**src/rtl/fetch_decode_unit.sv**
```systemverilog
// fetch_decode_unit
// Instruction sequencer in front of the control unit. It owns the program
// counter, reads 12-bit words from a synchronous instruction memory, and
// presents the decoded fields to the execute stage.
//
// Handshake: an instruction is transferred on a rising edge where
// instr_valid=1 and exec_ready=1. While instr_valid=1 and exec_ready=0, the
// fields stay stable and pc does not move. exec_ready has no effect when
// instr_valid=0.
//
// Ports:
//   clk, rst     clock; synchronous active-high reset
//   start        begin/restart execution (sampled only in IDLE and HALTED)
//   exec_ready   execute stage accepts the presented instruction
//   imem_rdata   instruction word, valid the cycle after imem_rd_en
//   imem_addr    instruction address (always equals pc)
//   imem_rd_en   instruction memory read strobe
//   opcode/rd/rs1/rs2  instruction fields [11:9]/[8:6]/[5:3]/[2:0]
//   instr_valid  decoded fields valid, waiting for exec_ready
//   pc           address of the instruction being fetched or issued
//   busy         high in FETCH, WAIT and ISSUE
//   halted       high in HALTED
//   state_dbg    current FSM state encoding, for observation only
module fetch_decode_unit #(
   parameter int          PC_W      = 8,
   parameter int          PROG_LEN  = 256,
   parameter logic [11:0] HALT_WORD = 12'hFFF
) (
   input  logic            clk,
   input  logic            rst,
   input  logic            start,
   input  logic            exec_ready,
   input  logic [11:0]     imem_rdata,
   output logic [PC_W-1:0] imem_addr,
   output logic            imem_rd_en,
   output logic [2:0]      opcode,
   output logic [2:0]      rd,
   output logic [2:0]      rs1,
   output logic [2:0]      rs2,
   output logic            instr_valid,
   output logic [PC_W-1:0] pc,
   output logic            busy,
   output logic            halted,
   output logic [2:0]      state_dbg
);

   typedef enum logic [2:0] {
      S_IDLE   = 3'd0,
      S_FETCH  = 3'd1,
      S_WAIT   = 3'd2,
      S_ISSUE  = 3'd3,
      S_HALTED = 3'd4
   } state_t;

   localparam logic [PC_W-1:0] PC_LAST = PC_W'(PROG_LEN - 1);

   state_t          state_q, state_d;
   logic [PC_W-1:0] pc_q, pc_d;
   logic [11:0]     ir_q, ir_d;

   always_ff @(posedge clk) begin
      if (rst) begin
         state_q <= S_IDLE;
         pc_q    <= '0;
         ir_q    <= '0;
      end else begin
         state_q <= state_d;
         pc_q    <= pc_d;
         ir_q    <= ir_d;
      end
   end

   always_comb begin
      state_d = state_q;
      pc_d    = pc_q;
      ir_d    = ir_q;
      case (state_q)
         S_IDLE: begin
            if (start) state_d = S_FETCH;
         end
         S_FETCH: begin
            state_d = S_WAIT;
         end
         S_WAIT: begin
            // A halt word is never loaded into IR, so the fields keep
            // showing the last issued instruction.
            if (imem_rdata == HALT_WORD) begin
               state_d = S_HALTED;
            end else begin
               ir_d    = imem_rdata;
               state_d = S_ISSUE;
            end
         end
         S_ISSUE: begin
            if (exec_ready) begin
               pc_d    = (pc_q == PC_LAST) ? '0 : pc_q + 1'b1;
               state_d = S_FETCH;
            end
         end
         S_HALTED: begin
            if (start) begin
               pc_d    = '0;
               state_d = S_FETCH;
            end
         end
         default: begin
            state_d = S_IDLE;
         end
      endcase
   end

   // Every output is a decode of registered state.
   assign imem_addr   = pc_q;
   assign pc          = pc_q;
   assign imem_rd_en  = (state_q == S_FETCH);
   assign instr_valid = (state_q == S_ISSUE);
   assign busy        = (state_q == S_FETCH) || (state_q == S_WAIT) || (state_q == S_ISSUE);
   assign halted      = (state_q == S_HALTED);
   assign opcode      = ir_q[11:9];
   assign rd          = ir_q[8:6];
   assign rs1         = ir_q[5:3];
   assign rs2         = ir_q[2:0];
   assign state_dbg   = state_q;

endmodule

```
**config.mk**
```make
export PLATFORM = sky130hd
export DESIGN_NAME = fetch_decode_unit
export DESIGN_NICKNAME = d
export VERILOG_FILES = /design/src/rtl/fetch_decode_unit.sv
export SDC_FILE = /design/constraint.sdc
export NUM_CORES = 1
export LEC_CHECK = 0
export ABC_AREA = 1
export CAP_MARGIN = 30
export CORE_MARGIN = 2
export CORE_UTILIZATION = 41
export CTS_CLUSTER_SIZE = 25
export DETAILED_ROUTE_END_ITERATION = 7
export PLACE_DENSITY = 0.78
export REMOVE_ABC_BUFFERS = 1
export SETUP_SLACK_MARGIN = 0.4
export SLEW_MARGIN = 15
export SYNTH_ARGS = -nofsm -noshare
export SYNTH_HDL_FRONTEND = slang
export SYNTH_SLANG_ARGS = --single-unit
```
**constraint.sdc**
```tcl
create_clock -name clk -period 1.65 [get_ports clk]
set_clock_uncertainty 0.15 [all_clocks]
set_input_delay 0.33 -clock clk [delete_from_list [all_inputs] [get_ports clk]]
set_output_delay 0.33 -clock clk [all_outputs]
set_load 0.02 [all_outputs]
```
==> results.ini <==
[outcome]
outcome=finished with violations
failed_checks=setup timing

[pwr]
power-per-cell-area_nw_per_um2=1020
irDropWorstVdd_mv=1.12
static-leakage-power_nw=1.02

[global_route]
overflow=0
grt_pass1_vias=1567
antenna_found_initial=0
grt_max_degree=15
grt_pass1_wl_um=7180
grt_use_total_pct=28.3

[yosys]
yosysMostFrequentCell=nor2_1
synth_seq_cells=23
yosys_warnings=0
synth-edff-count=0
yosysTopAreaCellShare_pct=39.5
avgSynthCellArea_um2=6.81
synth.top_cells.by_count=46 x nor2_1, 37 x nand2_1, 23 x dfxtp_1
ys.flop_type=dfxtp_1
async_flop_share_pct=0
synthCells=171
ys_seq_area_share_pct=39.5
yosysUniqueCellTypes=25
yosysTopAreaCell=dfxtp_1
syn_area_um2=1160
ys_top_cells_by_area=dfxtp_1 40%, nor2_1 15%, nand2_1 12%

[sta]
fin_hold_ws_ns=0.0981
relSlewSlack_pct=80.3
slew_viol_final=0
fin_crit_ns=1.66
grt_setup_unrepaired=true
fmax_ghz=0.602
finalCritPeriodShare_pct=101
setup_tns_ns=-0.0135
hold_violations=0
layout_setup_ws_ns=-0.0101
setup_viol=2
worst_pin_slew_ns=0.295

[clock_network]
clock_latency_ns=0.34
clock-sinks=23
cts_root_buffer=clkbuf_4
clock_path_buffers=2
clk_pin_slew_ns=0.13
htree_num_levels=1
cts_buffers=3
cts_tree=done

[final_layout]
fill_cells=151
fin_nets=276
antenna_cells=0
utilization_pct=84.1
drive_above_1_share_pct=65.5
areaGrowthSynthToFinish_pct=97.4

[setup_path]
critPathArrivalTime_ns=1.18
slowest_delay_ns=0.39
start_kind=flip-flop
critPathCaptureType=output pin
r2r_setup_slack_ns=0.04
cp_max_fo=4
r2r.worst_path.cells=9
critPathRequiredTime_ns=1.17
slowest_stage=dfxtp_4
cp_cell_sequence=nor2_4 -> nand2_2 -> inv_2 -> buf_6
critical_path_class=reg2out

[drt]
vias_per_cell=5.56
num_vias=1606
wl_per_cell_um=17.6
ant_nets=0
drc=0
wl_um=5090
dr.first_iter.drc_count=76
dr.pass1.iters=4

[placed_design]
port_buffers=50
post-place-ws_ns=-0.262
dpl.hpwl_um=2470
gp_congestion=0.864

[flow_run]
maxCapViolations=0

[floorplan]
core_um2=2730
initial_core_util_pct=42.6
io_pins=51
die_h_um=57.3
dieArea_um2=3280
fp.dieW_um=57.3
fp-row-count=19

[worst_hold_path]
whs_path_depth=3
hold_path_class=in2reg

[flip-flops by register name, indices dropped and copies added (netlist names)]
signal     count
state_dbg      3
imem_addr      8
ir_q          12
[stage by stage]
step                instances  power, mW  instance area, um^2
finish                    289       2.35                 2300
global placement          260       1.56                 1770
detailed placement        260       1.58                 1770
global route              289       2.44                 2300
floorplan                 160       1.15                 1080
CTS                       280       2.14                 2160
[timing repair]
action	4_1_cts	5_1_grt
pin swaps	19	9
cloned	2	0
setup endpoints to repair	58	58
hold buffers	0	0
setup buffers	14	9
resized for setup	311	40
[report_power, final]
| part | internal [mW] | switching (mW) |
|---|---|---|
| sequential | 0.674 | 0.103 |
| clock | 0.0916 | 0.193 |
| combinational | 0.617 | 0.673 |
[path summary, 6_finish.rpt]
kind | from | endpoint
setup / recovery | state_dbg[0] | halted
hold / removal | imem_rdata[3] | ir_q[3]
setup reg to reg | state_dbg[0] | imem_addr[6]
hold reg to reg | ir_q[4] | ir_q[4]
[cell type report]
| type | count | area, um^2 | area share, % |
|---|---|---|---|
| Multi-Input combinational cell | 126 | 793 | 34.5 |
| Clock inverter | 1 | 5.00 | 0.218 |
| Tap cell | 31 | 38.8 | 1.69 |
| Clock buffer | 3 | 22.5 | 0.979 |
| Sequential cell | 23 | 504 | 21.9 |
| Inverter | 11 | 50.0 | 2.18 |
| Timing Repair Buffer | 93 | 878 | 38.2 |
| Timing Repair inverter | 1 | 7.51 | 0.326 |
[worst max-delay path: cells and delay by family, from the launching register on]
kind / cells / cell delay (ns)
buffers and inverters: 2 / 0.18
DFF: 1 / 0.39
and+or+nand+nor: 2 / 0.27
[kinds of logic (layout without fill, tap and decap cells)]
kind of cell             count (synthesis)  after routing  share of synthesized area [%]
AO/OA/AOI/OAI                           22             22                           9.67
flip-flops                              23             23                           39.5
buffers and inverters                   22            109                           10.6
adder cells (fa/ha/maj)                  1              1                           1.07
AND/OR/NAND/NOR                        103            103                           39.1
[per-layer routing]
layer  wire length [um]  part of all wire (%)  up-vias  track usage [%]
met2               2720                    53       98             53.4
li1                   -                     -      712                -
met5                  0                     0        -                0
met4                257                   5.1        0             12.0
met3                332                   6.5       31             4.76
met1               1780                    35      765             30.8
[layout by cell type (no fill, tap or decap), drive strengths merged, types with 2 or more instances in the layout]
cell and instances:
buf 78, nor2 48, nand2 41, dfxtp 23, o21ai 15, clkbuf 10
inv 10, a21oi 6, nand3 6, dlygate4sd2 4, nand3b 3, clkdlybuf4s50 3
nor3 3, clkinvlp 2
Power figures use the tool's default switching activity.
